===== config.mk =====
export PLATFORM = sky130hd
export DESIGN_NAME = b16_mem_arb_flat
export DESIGN_NICKNAME = d
export VERILOG_FILES = /design/src/rtl/b16_mem_arb_if.sv /design/src/rtl/b16_mem_arb.sv /design/src/flat_wrapper.sv
export SDC_FILE = /design/constraint.sdc
export NUM_CORES = 1
export LEC_CHECK = 0
export ABC_CLOCK_PERIOD_IN_PS = 4110
export CAP_MARGIN = 20
export CELL_PAD_IN_SITES_DETAIL_PLACEMENT = 1
export CELL_PAD_IN_SITES_GLOBAL_PLACEMENT = 1
export CORE_MARGIN = 2
export CORE_UTILIZATION = 17
export CTS_BUF_LIST = sky130_fd_sc_hd__clkbuf_2
export CTS_CLUSTER_SIZE = 14
export DETAILED_ROUTE_END_ITERATION = 6
export PLACE_DENSITY_LB_ADDON = 0.15
export SYNTH_ARGS = -nofsm -noshare
export SYNTH_HDL_FRONTEND = slang
export SYNTH_SLANG_ARGS = --single-unit

===== constraint.sdc =====
create_clock -name clk -period 4.11 [get_ports clk]
set_input_delay 1.233 -clock clk [delete_from_list [all_inputs] [get_ports clk]]
set_output_delay 1.233 -clock clk [all_outputs]
set_load 0.1 [all_outputs]

===== src/rtl/b16_mem_arb_if.sv =====
`default_nettype none
// ============================================================================
//  Module   : b16_mem_arb_if
//  Purpose  : Bundle of CPU, host and memory signals around the b16 memory
//             arbiter.
//             slave  : arbiter view (drives cpu_din/cpu_run, host_ack/rdata
//                      and the mem_* strobes/address/data).
//             master : environment view (CPU, host, memory and run_en).
//  Ports    : run_en, cpu_addr/rd/wr/dout -> cpu_din/run,
//             host_req/addr/rd/wr/wdata -> host_ack/rdata,
//             mem_addr/rd/wr/wdata <- mem_rdata.
//  Revision : 1.0  initial release
// ============================================================================
interface b16_mem_arb_if #(
  parameter int l = 16
);
  logic         run_en;
  logic [l-1:0] cpu_addr;
  logic         cpu_rd;
  logic [1:0]   cpu_wr;
  logic [l-1:0] cpu_dout;
  logic [l-1:0] cpu_din;
  logic         cpu_run;
  logic         host_req;
  logic [l-1:0] host_addr;
  logic         host_rd;
  logic [1:0]   host_wr;
  logic [l-1:0] host_wdata;
  logic         host_ack;
  logic [l-1:0] host_rdata;
  logic [l-1:0] mem_addr;
  logic         mem_rd;
  logic [1:0]   mem_wr;
  logic [l-1:0] mem_wdata;
  logic [l-1:0] mem_rdata;

  modport slave (
    input  run_en, cpu_addr, cpu_rd, cpu_wr, cpu_dout,
    input  host_req, host_addr, host_rd, host_wr, host_wdata,
    input  mem_rdata,
    output cpu_din, cpu_run, host_ack, host_rdata,
    output mem_addr, mem_rd, mem_wr, mem_wdata
  );

  modport master (
    output run_en, cpu_addr, cpu_rd, cpu_wr, cpu_dout,
    output host_req, host_addr, host_rd, host_wr, host_wdata,
    output mem_rdata,
    input  cpu_din, cpu_run, host_ack, host_rdata,
    input  mem_addr, mem_rd, mem_wr, mem_wdata
  );
endinterface
`default_nettype wire


===== src/rtl/b16_mem_arb.sv =====
`default_nettype none
// ============================================================================
//  Module   : b16_mem_arb
//  Purpose  : Shares one memory port between the b16 CPU and a debug host.
//             The CPU owns the port by default; a host request is granted
//             only at a CPU access boundary and the host may then perform up
//             to HOLD back-to-back accesses (unlimited while run_en=0).
//             Every access lasts WAIT+1 clocks.
//  Ports    : clk    - sole clock, rising edge
//             nreset - asynchronous active-low reset
//             bus    - b16_mem_arb_if.slave (CPU, host and memory signals)
//  Params   : l    - data/address width
//             WAIT - extra wait cycles per access (0..7)
//             HOLD - max consecutive host accesses (1..15)
//  Revision : 1.0  initial release
// ============================================================================
module b16_mem_arb #(
  parameter int l    = 16,
  parameter int WAIT = 0,
  parameter int HOLD = 4
) (
  input  wire logic      clk,
  input  wire logic      nreset,
  b16_mem_arb_if.slave   bus
);

  localparam logic [2:0] c_WAIT = 3'(WAIT);
  localparam logic [3:0] c_HOLD = 4'(HOLD);

  typedef enum logic [0:0] {
    ST_CPU  = 1'b0,
    ST_HOST = 1'b1
  } state_t;

  state_t       r_state;
  state_t       w_state_nxt;
  logic [2:0]   r_wcnt;
  logic [2:0]   w_wcnt_nxt;
  logic [3:0]   r_hcnt;
  logic [3:0]   w_hcnt_nxt;

  logic         w_cpu_pend;
  logic         w_wait_done;
  logic         w_cpu_run;
  logic         w_host_ack;
  logic [4:0]   w_hcnt_inc;
  logic [l-1:0] w_mem_addr;
  logic [l-1:0] w_mem_wdata;
  logic         w_mem_rd;
  logic [1:0]   w_mem_wr;

  // --------------------------------------------------------------------------
  // State register
  // --------------------------------------------------------------------------
  always_ff @(posedge clk or negedge nreset) begin
    if (!nreset) begin
      r_state <= ST_CPU;
      r_wcnt  <= 3'd0;
      r_hcnt  <= 4'd0;
    end else begin
      r_state <= w_state_nxt;
      r_wcnt  <= w_wcnt_nxt;
      r_hcnt  <= w_hcnt_nxt;
    end
  end

  // --------------------------------------------------------------------------
  // Next-state and output logic
  // --------------------------------------------------------------------------
  always_comb begin
    w_state_nxt = r_state;
    w_wcnt_nxt  = r_wcnt;
    w_hcnt_nxt  = r_hcnt;

    w_wait_done = (r_wcnt == c_WAIT);
    w_cpu_pend  = (r_state == ST_CPU) && bus.run_en &&
                  (bus.cpu_rd || (|bus.cpu_wr));
    w_cpu_run   = (r_state == ST_CPU) && bus.run_en &&
                  (!w_cpu_pend || w_wait_done);
    w_host_ack  = (r_state == ST_HOST) && bus.host_req && w_wait_done;
    // One bit wider so the HOLD comparison cannot wrap.
    w_hcnt_inc  = {1'b0, r_hcnt} + 5'd1;

    // Memory port mux follows the current owner.
    if (r_state == ST_HOST) begin
      w_mem_addr  = bus.host_addr;
      w_mem_wdata = bus.host_wdata;
      w_mem_rd    = bus.host_rd & bus.host_req;
      w_mem_wr    = bus.host_wr & {2{bus.host_req}};
    end else begin
      w_mem_addr  = bus.cpu_addr;
      w_mem_wdata = bus.cpu_dout;
      w_mem_rd    = bus.cpu_rd & bus.run_en;
      w_mem_wr    = bus.cpu_wr & {2{bus.run_en}};
    end

    case (r_state)
      ST_CPU: begin
        if (w_cpu_pend) begin
          w_wcnt_nxt = w_wait_done ? 3'd0 : (r_wcnt + 3'd1);
        end
        // Hand over only when the CPU is at a boundary (its access just
        // completed, or it is halted), never mid-wait.
        if ((w_cpu_run || !bus.run_en) && bus.host_req) begin
          w_state_nxt = ST_HOST;
          w_wcnt_nxt  = 3'd0;
          w_hcnt_nxt  = 4'd0;
        end
      end

      ST_HOST: begin
        if (!bus.host_req) begin
          // Request withdrawn before completion: abandon the access.
          w_state_nxt = ST_CPU;
          w_wcnt_nxt  = 3'd0;
        end else if (w_wait_done) begin
          w_wcnt_nxt = 3'd0;
          w_hcnt_nxt = (w_hcnt_inc >= {1'b0, c_HOLD}) ? c_HOLD : w_hcnt_inc[3:0];
          // A halted CPU cannot use the port, so the host keeps it.
          if (!((w_hcnt_inc < {1'b0, c_HOLD}) || !bus.run_en)) begin
            w_state_nxt = ST_CPU;
          end
        end else begin
          w_wcnt_nxt = r_wcnt + 3'd1;
        end
      end

      default: begin
        w_state_nxt = ST_CPU;
        w_wcnt_nxt  = 3'd0;
        w_hcnt_nxt  = 4'd0;
      end
    endcase
  end

  assign bus.cpu_run    = w_cpu_run;
  assign bus.host_ack   = w_host_ack;
  assign bus.mem_addr   = w_mem_addr;
  assign bus.mem_wdata  = w_mem_wdata;
  assign bus.mem_rd     = w_mem_rd;
  assign bus.mem_wr     = w_mem_wr;
  assign bus.cpu_din    = bus.mem_rdata;
  assign bus.host_rdata = bus.mem_rdata;

endmodule
`default_nettype wire

===== src/flat_wrapper.sv =====
// flat-port wrapper written by rule: the top's interface ports become plain ports
module b16_mem_arb_flat 
#(
  parameter int l    = 16,
  parameter int WAIT = 0,
  parameter int HOLD = 4
)
  (clk, nreset, bus_run_en, bus_cpu_addr, bus_cpu_rd, bus_cpu_wr, bus_cpu_dout, bus_host_req, bus_host_addr, bus_host_rd, bus_host_wr, bus_host_wdata, bus_mem_rdata, bus_cpu_din, bus_cpu_run, bus_host_ack, bus_host_rdata, bus_mem_addr, bus_mem_rd, bus_mem_wr, bus_mem_wdata);
  b16_mem_arb_if #(.l(l)) bus_i ();
  input  wire logic clk;
  input  wire logic nreset;
  input wire logic [$bits(bus_i.run_en)-1:0] bus_run_en;
  input wire logic [$bits(bus_i.cpu_addr)-1:0] bus_cpu_addr;
  input wire logic [$bits(bus_i.cpu_rd)-1:0] bus_cpu_rd;
  input wire logic [$bits(bus_i.cpu_wr)-1:0] bus_cpu_wr;
  input wire logic [$bits(bus_i.cpu_dout)-1:0] bus_cpu_dout;
  input wire logic [$bits(bus_i.host_req)-1:0] bus_host_req;
  input wire logic [$bits(bus_i.host_addr)-1:0] bus_host_addr;
  input wire logic [$bits(bus_i.host_rd)-1:0] bus_host_rd;
  input wire logic [$bits(bus_i.host_wr)-1:0] bus_host_wr;
  input wire logic [$bits(bus_i.host_wdata)-1:0] bus_host_wdata;
  input wire logic [$bits(bus_i.mem_rdata)-1:0] bus_mem_rdata;
  output wire logic [$bits(bus_i.cpu_din)-1:0] bus_cpu_din;
  output wire logic [$bits(bus_i.cpu_run)-1:0] bus_cpu_run;
  output wire logic [$bits(bus_i.host_ack)-1:0] bus_host_ack;
  output wire logic [$bits(bus_i.host_rdata)-1:0] bus_host_rdata;
  output wire logic [$bits(bus_i.mem_addr)-1:0] bus_mem_addr;
  output wire logic [$bits(bus_i.mem_rd)-1:0] bus_mem_rd;
  output wire logic [$bits(bus_i.mem_wr)-1:0] bus_mem_wr;
  output wire logic [$bits(bus_i.mem_wdata)-1:0] bus_mem_wdata;
  assign bus_i.run_en = bus_run_en;
  assign bus_i.cpu_addr = bus_cpu_addr;
  assign bus_i.cpu_rd = bus_cpu_rd;
  assign bus_i.cpu_wr = bus_cpu_wr;
  assign bus_i.cpu_dout = bus_cpu_dout;
  assign bus_i.host_req = bus_host_req;
  assign bus_i.host_addr = bus_host_addr;
  assign bus_i.host_rd = bus_host_rd;
  assign bus_i.host_wr = bus_host_wr;
  assign bus_i.host_wdata = bus_host_wdata;
  assign bus_i.mem_rdata = bus_mem_rdata;
  assign bus_cpu_din = bus_i.cpu_din;
  assign bus_cpu_run = bus_i.cpu_run;
  assign bus_host_ack = bus_i.host_ack;
  assign bus_host_rdata = bus_i.host_rdata;
  assign bus_mem_addr = bus_i.mem_addr;
  assign bus_mem_rd = bus_i.mem_rd;
  assign bus_mem_wr = bus_i.mem_wr;
  assign bus_mem_wdata = bus_i.mem_wdata;
  b16_mem_arb #(.l(l), .WAIT(WAIT), .HOLD(HOLD)) u_core (.clk(clk), .nreset(nreset), .bus(bus_i));
endmodule

== Word level (Yosys, flattened, before mapping) ==
Cells that the tools add are included.
W data, S select, Z words.

* Add/sub/neg operators: 2
* $lt $le $gt $ge: 2
* Equal/unequal tests: 4
* Multiplexer cells: 19
* Bitwise operators: 5
* Reductions and logical operators: 15

{| class="wikitable"
|+ Operators with widths
! cell !! number
|-
| $mux W16 || 2
|-
| $mux W4 || 4
|-
| $mux W3 || 4
|-
| $pmux W4 S2 || 1
|-
| $logic_and A1 B1 Y1 || 6
|-
| $ne A2 B2 Y1 const B || 3
|-
| $pmux W3 S2 || 1
|-
| $add A4 B1 Y5 const B || 1
|-
| $ge A5 B3 Y1 const B || 1
|-
| $lt A5 B3 Y1 const B || 1
|-
| $mux W1 || 5
|-
| $and A2 B2 Y2 || 2
|-
| $logic_or A1 B1 Y1 || 4
|-
| $add A3 B1 Y3 const B || 1
|-
| $logic_not A3 Y1 || 1
|-
| $ne A3 B2 Y1 const B || 1
|-
| $reduce_and A3 Y1 || 1
|-
| $and A1 B1 Y1 || 2
|-
| $logic_not A1 Y1 || 2
|-
| $mux W2 || 1
|-
| $pmux W1 S2 || 1
|-
| $reduce_or A2 Y1 || 1
|-
| $not A1 Y1 || 1
|}

* Flip-flop bits (word level): 8
* Input port bits: 90
* Output and inout bits: 69

== Logic depth before layout (Yosys ltp) ==
* Depth after elaboration: 10
* Depth in mapped cells: 6
* Gate-level depth less buffers: 6

== Worst setup path after synthesis ==
No wires, ideal clock.

* Path type: input -> output
* Start: input bus_host_req
* End: output bus_host_ack
* Data arrival time: 2.721 ns
* Data required time: 2.877 ns
* Slack: 0.156 ns
* Cell stages on the path: 3
* Path buffers: 1
* Cell sequence: buf_4 nand2_1 nor2_1

* Longest elaborated chain between the ends: 2

{| class="wikitable"
|+ Ends and longest elaborated chain
! what !! line !! text
|-
| from (decl) || flat_wrapper.sv:17 || <nowiki>input wire logic [$bits(bus_i.host_req)-1:0] bus_host_req;</nowiki>
|-
| $logic_and A1 B1 Y1 (2 in series) || b16_mem_arb.sv:80 || <nowiki>w_host_ack = (r_state == ST_HOST) && bus.host_req && w_wait_done;</nowiki>
|-
| to (decl) || flat_wrapper.sv:25 || <nowiki>output wire logic [$bits(bus_i.host_ack)-1:0] bus_host_ack;</nowiki>
|}

No other way between the ends.

== Final worst setup path ==
* Start: input bus_run_en
* End: output bus_mem_wr[1]

* Longest elaborated chain between the ends: 2

{| class="wikitable"
|+ Ends and longest elaborated chain
! what !! line !! text
|-
| from (decl) || flat_wrapper.sv:12 || <nowiki>input wire logic [$bits(bus_i.run_en)-1:0] bus_run_en;</nowiki>
|-
| $and A2 B2 Y2 || b16_mem_arb.sv:94 || <nowiki>w_mem_wr = bus.cpu_wr & {2{bus.run_en}};</nowiki>
|-
| $mux W2 || b16_mem_arb.sv:85 || <nowiki>if (r_state == ST_HOST) begin</nowiki>
|-
| to (decl) || flat_wrapper.sv:29 || <nowiki>output wire logic [$bits(bus_i.mem_wr)-1:0] bus_mem_wr;</nowiki>
|}

No other way between the ends.

==> flow_summary.yaml <==
synthesis:
  ys_top_cells_by_area: "mux2_2 26%, buf_4 21%, dfrtp_1 17%, ha_1 4.2%, mux2_1 3.8%"
  synth_most_common_cell: "buf_4"
  yosys.area.top_type: "mux2_2"
  synth_nets: 220
  yosys_warnings: 0
  synth_seq_cells: 8
  yosysTopAreaCellShare: 0.2633
  ys_types: 30
  synth-edff-count: 0
  yosys-top-cells-count: "33 x buf_4, 28 x mux2_2, 8 x dfrtp_1"
  ys_seq_area_frac: 0.1672
  syn_inst: 126
  syn_area_per_cell_sq_um: 9.503
  syn_area_sq_um: 1197
  async_reset_ff_frac: 1.000
  synth_ff_type: "dfrtp_1"
global_routing:
  antenna_found_initial: 0
  track_usage: 0.1321
  grt_overflow_total: 0
  grt_pass1_vias: 1434
  grt_pass1_wl_um: 7776
  busiest_layer: "met2"
  grtUsageMet1: 0.1200
  use_met2: 0.2762
  grt_start_max_net_pins: 43
  use_met3: 0.04713
power:
  p_switching_uw: 352.8
  p_per_area_nw_per_um2: 268.7
  pwr-share-comb: 0.793
  ir_worst_vdd_uv: 104.4
  power_frac_clock: 0.068
  seqPwrFrac: 0.139
  switching_share: 0.5155
  p_leak_uw: 0.001054
  p_int_uw: 331.5
worst_setup_path:
  critPathMaxFanout: 5
  critPathSlowestCell: "clkdlybuf4s50_1"
  crit_cells: 5
  r2r_setup_slack_ns: 2.33
  ff2ff_path_depth: 6
  worst_ep_arrival_time_ns: 2.49
  startpoint_type: "primary input"
  crit_path_end: "bus_mem_wr[1]"
  worstPathRequired_ns: 2.88
  end_kind: "output port"
  crit_chain: "clkdlybuf4s50_1 > inv_2 > nor2_1 > a32o_1 > buf_12"
  slowest_delay_ns: 0.50
  crit_family: "buffers and inverters"
  r2r-end: "u_core.r_hcnt[1]"
  cp_num_buf_inv: 3
  worstReg2RegStart: "u_core.r_wcnt[0]"
  worstSetupStartpoint: "bus_run_en"
  crit_type: "in -> out"
routing:
  drt_first_pass_iters: 4
  ant_nets: 0
  via_count: 1242
  drc_errors: 0
  wl_per_cell_um: 16.96
  totalWireLength_um: 5070
  drt-initial-drc-count: 13
  routed_via_density: 4.154
sta:
  slew_viol_final: 0
  fin_crit_ns: 3.726
  grt_setup_unrepaired: "no"
  fin_skew_ns: 0.0006379
  period_share: 0.9065
  max_freq_mhz: 268.4
  final-hold-violation-count: 0
  setup_tns_ns: 0
  worst_pin_slew_ns: 0.5013
  slew_headroom: 0.6658
  setup_viol: 0
clock_tree:
  root_buffer: "clkbuf_2"
  cts_tree: "done"
  cts_resized: 0
  post-cts-setup-buffers: 0
  numCtsBuffers: 3
  clock-sinks: 8
  path_clk_slew_ns: 0.08
  hold_buffers: 0
  clk_latency_ns: 0.23
  cts-htree-levels: 1
  clockBufferDepth: 2
finish:
  nets: 299
  drive_gt1_frac: 0.3744
  insertedDiodeCount: 0
  syn_to_final_growth_pct: 112.6
  design_area_sq_um: 2546
die:
  die_w_um: 87.93
  core-area_sq_um: 6794
  ios: 159
  start_util: 0.1762
  rows: 30
  dieArea_sq_um: 7731
  fp.dieH_um: 87.93
place:
  io_buffers: 110
  dpl-instance-area_sq_um: 2531
  gp_congestion: 0.8454
  hpwl_um: 4522
outcome:
  outcome: "finished, final reports clean"
hold_path:
  hp-class: "reg -> reg"
  min-delay-start: "u_core.r_wcnt[1]"
run:
  cap_violations: 0
## worst reg2reg max path: stages, from the launching register on
cell and delay (ns):
dfrtp_1 0.36, inv_1 0.08, ha_1 0.23, nor2b_2 0.21, o31ai_2 0.33, a21o_1 0.16, mux2_4 0.30
## through the flow
stage | util | power, uW | hold slack [ns] | instances | setup WS, ns
global placement | 0.3726 | 637.3 | 0.5014 | 296 | 0.4734
floorplan | - | 561.7 | 0.4913 | 126 | 0.1561
finish | 0.3748 | 684.3 | 0.5553 | 299 | 0.3842
CTS | 0.3748 | 691.8 | 0.5589 | 299 | 0.4065
global route | 0.3748 | 709.6 | 0.5958 | 299 | 0.3208
detailed placement | 0.3726 | 643.2 | 0.5396 | 296 | 0.4186
## power groups by stage
stage                     clock (uW)  sequential, uW  combinational (uW)
final                           46.8            95.0                 542
after global routing            52.3            97.2                 560
after CTS                       48.9            95.3                 548
after detailed placement           0            96.5                 547
after global placement             0            96.0                 541
after floorplan                    0            93.4                 468
## state kept, by name, summed over array words and instances, names as in the netlist
name / count
u_core.r_hcnt: 4
u_core.r_wcnt: 3
u_core.r_state: 1
## layout by cell type, fill, tap and decap left out
master / n
a21boi_1: 1
a21o_1: 2
a221o_1: 2
a32o_1: 4
a41oi_1: 1
and2_1: 1
and3_1: 1
and4b_1: 1
buf_12: 37
buf_4: 2
clkbuf_2: 3
clkdlybuf4s50_1: 73
dfrtp_1: 8
ha_1: 4
inv_1: 2
inv_2: 1
mux2_1: 4
mux2_2: 28
mux2_4: 1
nand2_1: 4
nand2b_1: 1
nand3_1: 5
nor2_1: 5
nor2b_1: 1
nor2b_2: 1
nor3_1: 2
nor3_4: 1
nor4bb_1: 1
o21a_1: 1
o31ai_2: 2
o41ai_1: 2
or2b_1: 1
## per-layer routing
| metal | routed length, um | vias up |
|---|---|---|
| li1 | - | 579 |
| met1 | 1524 | 586 |
| met2 | 3050 | 71 |
| met3 | 463 | 6 |
| met4 | 31 | 0 |
| met5 | 0 | - |
## cell type report
cell class,instances,area (sq um)
fill,737,4248
sequential,8,200.2
inverter,3,11.26
clock buffer,3,15.01
timing repair buffer,112,1486
multi-input combinational,77,713.2
tap,96,120.1
## cells by family after synthesis
kind of cell               count (synthesis)  synth area share
DFF                                        8            0.1672
AOI/OAI and AO/OA                         15            0.1181
muxes                                     33            0.3135
adders and majority gates                  4           0.04180
and+or+nand+nor                           25            0.1223
buffers and inverters                     41            0.2372
## how the worst min path moves through the flow
stage / cells after the start / slack, ns / end
3_5_place_dp: 1 / 0.54 / u_core.r_wcnt[1]
5_1_grt: 1 / 0.60 / u_core.r_wcnt[1]
4_1_cts: 1 / 0.56 / u_core.r_wcnt[1]
3_3_place_gp: 1 / 0.50 / u_core.r_wcnt[1]
6_report: 1 / 0.56 / u_core.r_wcnt[1]
2_1_floorplan: 1 / 0.49 / u_core.r_wcnt[1]
Power figures use the tool's default switching activity.
